## src/rtl/pool_apb_master.sv

```systemverilog
// APB initiator for the pool accelerator: command FIFO feeding a SETUP/ACCESS/RESP sequencer.
// Optional ACCESS-phase watchdog enabled by defining APB_TIMEOUT_EN.
module pool_apb_master #(
    parameter int unsigned ADDR_W    = 32,
    parameter int unsigned DATA_W    = 32,
    parameter int unsigned CMD_DEPTH = 4,
    parameter int unsigned TIMEOUT   = 255
) (
    input  logic              CLK,
    input  logic              RESETN,
    input  logic              CMD_VALID,
    output logic              CMD_READY,
    input  logic              CMD_WRITE,
    input  logic [ADDR_W-1:0] CMD_ADDR,
    input  logic [DATA_W-1:0] CMD_WDATA,
    output logic              RSP_VALID,
    input  logic              RSP_READY,
    output logic [DATA_W-1:0] RSP_RDATA,
    output logic              RSP_ERR,
    output logic              BUSY,
    output logic [ADDR_W-1:0] PADDR,
    output logic              PSEL,
    output logic              PENABLE,
    output logic              PWRITE,
    output logic [DATA_W-1:0] PWDATA,
    input  logic              PREADY,
    input  logic [DATA_W-1:0] PRDATA,
    input  logic              PSLVERR
);

    localparam int unsigned PtrW = $clog2(CMD_DEPTH);
    localparam int unsigned EntW = 1 + ADDR_W + DATA_W;

    typedef enum logic [1:0] {StIdle, StSetup, StAccess, StResp} state_e;

    state_e state_q, state_d;

    logic [EntW-1:0]   fifo_mem [CMD_DEPTH];
    logic [PtrW:0]     wr_ptr_q, rd_ptr_q;
    logic              fifo_empty, fifo_full;
    logic              push, pop;
    logic              head_write;
    logic [ADDR_W-1:0] head_addr;
    logic [DATA_W-1:0] head_wdata;

    logic [ADDR_W-1:0] paddr_q;
    logic              pwrite_q;
    logic [DATA_W-1:0] pwdata_q;
    logic [DATA_W-1:0] rdata_q;
    logic              err_q;
    logic              tmo_hit;

    // Extra pointer MSB distinguishes full from empty when the index bits match.
    assign fifo_empty = (wr_ptr_q == rd_ptr_q);
    assign fifo_full  = (wr_ptr_q[PtrW] != rd_ptr_q[PtrW]) &&
                        (wr_ptr_q[PtrW-1:0] == rd_ptr_q[PtrW-1:0]);

    assign CMD_READY = RESETN && !fifo_full;
    assign push      = CMD_VALID && CMD_READY;
    assign pop       = (state_q == StIdle) && !fifo_empty;

    assign {head_write, head_addr, head_wdata} = fifo_mem[rd_ptr_q[PtrW-1:0]];

    always_ff @(posedge CLK) begin
        if (push) begin
            fifo_mem[wr_ptr_q[PtrW-1:0]] <= {CMD_WRITE, CMD_ADDR, CMD_WDATA};
        end
    end

`ifdef APB_TIMEOUT_EN
    localparam int unsigned CntW = $clog2(TIMEOUT + 1);

    logic [CntW-1:0] tmo_cnt_q;

    always_ff @(posedge CLK) begin
        if (!RESETN) begin
            tmo_cnt_q <= '0;
        end else if (state_q == StSetup) begin
            tmo_cnt_q <= '0;
        end else if (state_q == StAccess) begin
            tmo_cnt_q <= tmo_cnt_q + 1'b1;
        end
    end

    // Fires on the TIMEOUT-th ACCESS cycle that still sees no PREADY.
    assign tmo_hit = (state_q == StAccess) && !PREADY &&
                     (tmo_cnt_q == CntW'(TIMEOUT - 1));
`else
    assign tmo_hit = 1'b0;
`endif

    always_ff @(posedge CLK) begin
        if (!RESETN) begin
            state_q <= StIdle;
        end else begin
            state_q <= state_d;
        end
    end

    always_comb begin
        state_d   = state_q;
        PSEL      = 1'b0;
        PENABLE   = 1'b0;
        RSP_VALID = 1'b0;
        unique case (state_q)
            StIdle: begin
                if (!fifo_empty) state_d = StSetup;
            end
            StSetup: begin
                PSEL    = 1'b1;
                state_d = StAccess;
            end
            StAccess: begin
                PSEL    = 1'b1;
                PENABLE = 1'b1;
                if (PREADY || tmo_hit) state_d = StResp;
            end
            StResp: begin
                RSP_VALID = 1'b1;
                if (RSP_READY) state_d = StIdle;
            end
            default: state_d = StIdle;
        endcase
    end

    always_ff @(posedge CLK) begin
        if (!RESETN) begin
            wr_ptr_q <= '0;
            rd_ptr_q <= '0;
            paddr_q  <= '0;
            pwrite_q <= 1'b0;
            pwdata_q <= '0;
            rdata_q  <= '0;
            err_q    <= 1'b0;
        end else begin
            if (push) wr_ptr_q <= wr_ptr_q + 1'b1;
            if (pop) begin
                rd_ptr_q <= rd_ptr_q + 1'b1;
                paddr_q  <= head_addr;
                pwrite_q <= head_write;
                pwdata_q <= head_write ? head_wdata : '0;
            end
            if (state_q == StAccess) begin
                if (PREADY) begin
                    rdata_q <= pwrite_q ? '0 : PRDATA;
                    err_q   <= PSLVERR;
                end else if (tmo_hit) begin
                    rdata_q <= '0;
                    err_q   <= 1'b1;
                end
            end
        end
    end

    assign PADDR     = paddr_q;
    assign PWRITE    = pwrite_q;
    assign PWDATA    = pwdata_q;
    assign RSP_RDATA = rdata_q;
    assign RSP_ERR   = err_q;
    assign BUSY      = !fifo_empty || (state_q != StIdle);

endmodule

```

## config.mk

```make
export PLATFORM = sky130hd
export DESIGN_NAME = pool_apb_master
export DESIGN_NICKNAME = d
export VERILOG_FILES = /design/src/rtl/pool_apb_master.sv
export SDC_FILE = /design/constraint.sdc
export NUM_CORES = 1
export LEC_CHECK = 0
export BUFFER_PORTS_ARGS = -buffer_cell sky130_fd_sc_hd__buf_4
export CAP_MARGIN = 5
export CORE_MARGIN = 8
export CORE_UTILIZATION = 37
export DETAILED_ROUTE_END_ITERATION = 7
export GPL_TIMING_DRIVEN = 1
export PLACE_DENSITY = 0.66
export SYNTH_ARGS = -nofsm -noshare
export SYNTH_HDL_FRONTEND = slang
export SYNTH_SLANG_ARGS = --single-unit
export TNS_END_PERCENT = 20
```

## constraint.sdc

```tcl
create_clock -name CLK -period 3.1 [get_ports CLK]
set_clock_uncertainty 0.15 [all_clocks]
set_input_delay 0.31 -clock CLK [delete_from_list [all_inputs] [get_ports CLK]]
set_output_delay 0.31 -clock CLK [all_outputs]
set_load 0.05 [all_outputs]
```

Word-level counts from Yosys, hierarchy flattened
Memories as Yosys holds them, arrays and structs flattened. A register that Yosys moved wholly into a read port is not among the register bits.
Cells that the tools add are included.

storage, ports and cells
  memories kept = 1
  bits in writable memories = 260
  logic and storage cells = 45
  output and inout bits = 103
  bits of input ports = 103
  bits in registers = 106

memories
  memory    depth  width  read ports  clocked after Yosys merged registers in  write ports  line  source
  fifo_mem  4      65     1           1                                        1            38    logic [EntW-1:0] fifo_mem [CMD_DEPTH];

operators by class
  equality and inequality tests = 9
  $add $sub $neg = 2
  multiplexer cells = 13
  reductions and logical operators = 12

operators by type and width
  kind                   count
  $mux W32               2
  $mux W2                5
  $pmux W2 S4            1
  $add A3 B1 Y3 const B  2
  $ne A2 B2 Y1 const B   3
  $mux W1                5
  $eq A2 B2 Y1 const B   2
  $logic_and A1 B1 Y1    4
  $eq A3 B3 Y1           1
  $reduce_and A3 Y1      1
  $eq A2 B1 Y1 const B   1
  $eq A2 B2 Y1           1
  $logic_not A1 Y1       2
  $logic_not A2 Y1       1
  $reduce_and A2 Y1      1
  $reduce_bool A2 Y1     1
  $reduce_or A2 Y1       1
  $logic_or A1 B1 Y1     1
  $ne A1 B1 Y1           1

Longest topological paths before layout
  depth in word-level cells = 7
  gate-level depth with buffers = 8

Worst setup path before layout
No wires, ideal clock.

  path kind = register -> register
  from = reg wr_ptr_q[1]
  to = mem fifo_mem[1][0] (netlist bit) (enable)
  cell stages (with the launch flop) = 4
  slack = -127 ps
  setup time = 430 ps
  arrival = 2646 ps
  cells stage by stage = dfxtp_1 -> xor2_1 -> o31a_1 -> and3_1

between the ends
  word-level cells in the longest chain between the ends = 7

RTL lines
  element                        line  source
  from (decl)                    39    logic [PtrW:0] wr_ptr_q, rd_ptr_q;
  from (signal assigned)         136   if (push) wr_ptr_q <= wr_ptr_q + 1'b1;
  $eq A2 B2 Y1                   56    (wr_ptr_q[PtrW-1:0] == rd_ptr_q[PtrW-1:0]);
  $logic_and A1 B1 Y1            55    assign fifo_full = (wr_ptr_q[PtrW] != rd_ptr_q[PtrW]) &&
  $logic_not A1 Y1               58    assign CMD_READY = RESETN && !fifo_full;
  $logic_and A1 B1 Y1            58
  $logic_and A1 B1 Y1            59    assign push = CMD_VALID && CMD_READY;
  $mux W1                        65    if (push) begin
  $mux W1 (not written as such)  66    fifo_mem[wr_ptr_q[PtrW-1:0]] <= {CMD_WRITE, CMD_ADDR, CMD_WDATA};
  to (decl)                      38

Several ways; a longest one is shown, not always the timed one.

Worst setup path in the final report
  from = reg wr_ptr_q[1]
  to = out BUSY

between the ends
  word-level cells in the longest chain between the ends = 3

RTL lines
  element             line  source
  $eq A3 B3 Y1        54    assign fifo_empty = (wr_ptr_q == rd_ptr_q);
  $logic_not A1 Y1    160   assign BUSY = !fifo_empty || (state_q != StIdle);
  $logic_or A1 B1 Y1  160
  to (decl)           20    output logic BUSY,

Every way passes these cells.

==> impl_metrics.tcl <==
set metrics [dict create \
    clock_latency_ns 0.54 \
    die-area_sq_um 43000 \
    wire_per_inst_um 18.9 \
    synth_top_cell_area_share_pct 57.6 \
    hold_buffers 67 \
    async_flop_share_pct 0 \
    vias 7664 \
    r2r_start "wr_ptr_q[1]$_SDFFE_PN0P_" \
    synth_ff_type "edfxtp_1" \
    grt_usage_pct 13.7 \
    io_pins 206 \
    fin_nets 1195 \
    slew_violations 0 \
    whs_ns 0.0487 \
    hold_depth 4 \
    seq_power_share_pct 40.8 \
    die_height_um 207 \
    total_power_w 0.0151 \
    hold_viol_final 0 \
    syn_nets 914 \
    leakagePower_nw 6.37 \
    worstSetupPathType "flop to output pin" \
    synth_area_leaders "edfxtp_1 (58%), dfxtp_1 (16%), mux4_2 (11%)" \
    yosysWarnings 0 \
    fin_cells 1582 \
    utilization_pct 48.8 \
    drc 0 \
    dp.cells 1443 \
    clock_sinks 368 \
    dr.pass1.iters 6 \
    period_minus_slack_ns 2.56 \
    grt_max_degree 115 \
    worstSetupEndpointType "output pin" \
    cap_viol_max_count 0 \
    top_usage_layer "met2" \
    yosysUniqueCellTypes 34 \
    clockBufferDepth 3 \
    via_per_inst 4.84 \
    start_kind "flop" \
    h-tree-depth 2 \
    die_w_um 207 \
    p_switching_w 0.00487 \
    rr_endpoint "fifo_mem[2][30]$_DFFE_PP_" \
    setup_viol 0 \
    hp-start "PRDATA[3]" \
    synth_area_leader_cell "edfxtp_1" \
    intPower_w 0.0102 \
    fillCellCount 3057 \
    core_area_sq_um 36300 \
    power_density_nw_per_um2 849 \
    p_comb_share_pct 27.3 \
    io_buffer_count 205 \
    r2r_cells 4 \
    postRouteAntennaNets 0 \
    slew_headroom_pct 60.0 \
    drive_gt1_share_pct 32.9 \
    regArea_sq_um 9980 \
    use_met1_pct 17.8 \
    synth-seq-cells 368 \
    start_util_pct 37.3 \
    finalCritPeriodShare_pct 82.5 \
    cp.arrival_ns 2.10 \
    cts_resized 0 \
    grt_pass1_vias 8062 \
    pwr-share-clk_pct 32.0 \
    areaGrowthSynthToFinish_pct 31.0 \
    cts_root_buf "clkbuf_16" \
    status "finished, final reports clean" \
    synth-edff-count 260 \
    place.gp.congestion 0.725 \
    detailed_place.area_sq_um 15700 \
    cts_buffers 39 \
    cts_setup_buffers 0 \
    hold_end "RSP_RDATA[3]$_SDFFE_PN0P_" \
    yosysSeqAreaShare_pct 73.6 \
    cts_tree "yes" \
    avgSynthCellArea_sq_um 16.9 \
    fin_area_sq_um 17700 \
    dp_hpwl_um 18900 \
    rows 70 \
    use_met2_pct 22.2 \
    clk_pin_slew_ns 0.06 \
    fmax_mhz 391 \
    p_sw_share_pct 32.3 \
    r2r_slack_ns 0.64 \
    min-delay-path-class "input pin to flop" \
    grt_pass1_wl_um 47100 \
    drt-total-wl_um 29800 \
    rsz0062_at_grt "no" \
    crit_fanout 5 \
    drt_iter0_markers 404 \
    num_antenna_cells 0 \
    irDropWorstVdd_uv 404 \
    worst_slew_pin_slew_ns 0.595 \
    grtUsageMet3_pct 3.70 \
    synthCells 802 \
    grt_antenna_before_repair 0 \
    gr-total-overflow 0 \
    crit_required_ns 2.64 \
    synth_area_sq_um 13600 \
    multi_input_area_sq_um 3240 \
]
==> worst max path at each step <==
| stage | startpoint | endpoint | slack (ns) | depth (start not counted) |
|---|---|---|---|---|
| after CTS | wr_ptr_q[1]$_SDFFE_PN0P_ | BUSY | 0.47 | 4 |
| after detailed placement | wr_ptr_q[1]$_SDFFE_PN0P_ | fifo_mem[2][25]$_DFFE_PP_ | 0.65 | 4 |
| after global routing | wr_ptr_q[1]$_SDFFE_PN0P_ | BUSY | 0.40 | 4 |
| final | wr_ptr_q[1]$_SDFFE_PN0P_ | BUSY | 0.54 | 4 |
| after global placement | wr_ptr_q[1]$_SDFFE_PN0P_ | fifo_mem[3][25]$_DFFE_PP_ | 0.70 | 4 |
| after floorplan | wr_ptr_q[1]$_SDFFE_PN0P_ | fifo_mem[2][0]$_DFFE_PP_ | -0.13 | 3 |
==> layer usage <==
layer  vias to the layer above  wire [um]
li1                       3628          -
met1                      3760      13400
met2                       226      13800
met3                        50       1920
met4                         0        679
met5                         -          0
==> cells in the mapped netlist (2+ instances only) <==
library cell,count
a21boi_0,3
nor3b_1,32
xnor2_1,3
buf_2,12
nor2b_1,33
and2_1,4
nand3_1,36
o21ai_0,35
inv_1,37
mux4_2,65
xor2_1,3
nand2_1,41
buf_1,14
clkbuf_1,22
o2bb2ai_1,31
o31a_1,2
a21oi_1,32
ha_1,9
edfxtp_1,260
dfxtp_1,108
and3_1,4
buf_4,4
==> kinds of logic after synthesis <==
kind of cell             synth area share, %
buffers and inverters                   2.69
flip-flops                              73.6
multiplexers                            10.9
XOR/XNOR                               0.388
AO/OA/AOI/OAI                           5.26
adder cells (fa/ha/maj)                0.831
AND/OR/NAND/NOR                         6.40
==> state kept, by name, summed over array words and instances (netlist names), 2 cells and up, named ones only <==
signal,cells
state_q,2
wr_ptr_q,3
fifo_mem,260
RSP_RDATA,32
PADDR,32
rd_ptr_q,3
PWDATA,32
==> power by group through the flow <==
stage | Sequential [W] | Combinational, W | Clock, W
global placement | 0.00626 | 0.00408 | 0
finish | 0.00614 | 0.00411 | 0.00482
CTS | 0.00616 | 0.00419 | 0.00494
floorplan | 0.00713 | 0.00194 | 0
global route | 0.00622 | 0.00441 | 0.00513
detailed placement | 0.00626 | 0.00410 | 0
==> worst max-delay path: stages (launching register included) <==
cell and delay [ns]:
dfxtp_1 0.41, xor2_1 0.18, nor3_1 0.55, nand2_1 0.19, buf_4 0.23
==> cell usage in the layout (no fill, tap or decap), types with 3 or more instances in the layout <==
master	n
clkbuf_16	39
a21boi_0	3
nor3b_1	32
and3_4	4
a21oi_1	32
clkinvlp_4	6
buf_4	221
o21ai_0	35
bufinv_16	3
nor2b_1	33
and2_1	4
mux4_2	65
clkbuf_8	11
nand2_1	40
o2bb2ai_1	31
dlygate4sd3_1	67
xor2_1	3
inv_1	37
nand3_1	36
clkinv_2	4
xnor2_1	3
ha_1	9
edfxtp_1	260
dfxtp_1	106
buf_12	4
==> per-stage QoR <==
stage	setup WS [ns]	setup TNS [ns]
after global routing	0.402	0
after global placement	0.701	0
final	0.543	0
after floorplan	-0.126	-24.65
after CTS	0.474	0
after detailed placement	0.652	0
==> layout make-up <==
class / count / area share [%]
sequential: 368 / 56.2
timing repair buffer: 292 / 13.6
multi-input combinational: 345 / 18.3
clock buffer: 52 / 6.39
inverter: 37 / 0.783
clock inverter: 20 / 1.47
tap: 468 / 3.30
Power figures use the tool's default switching activity.
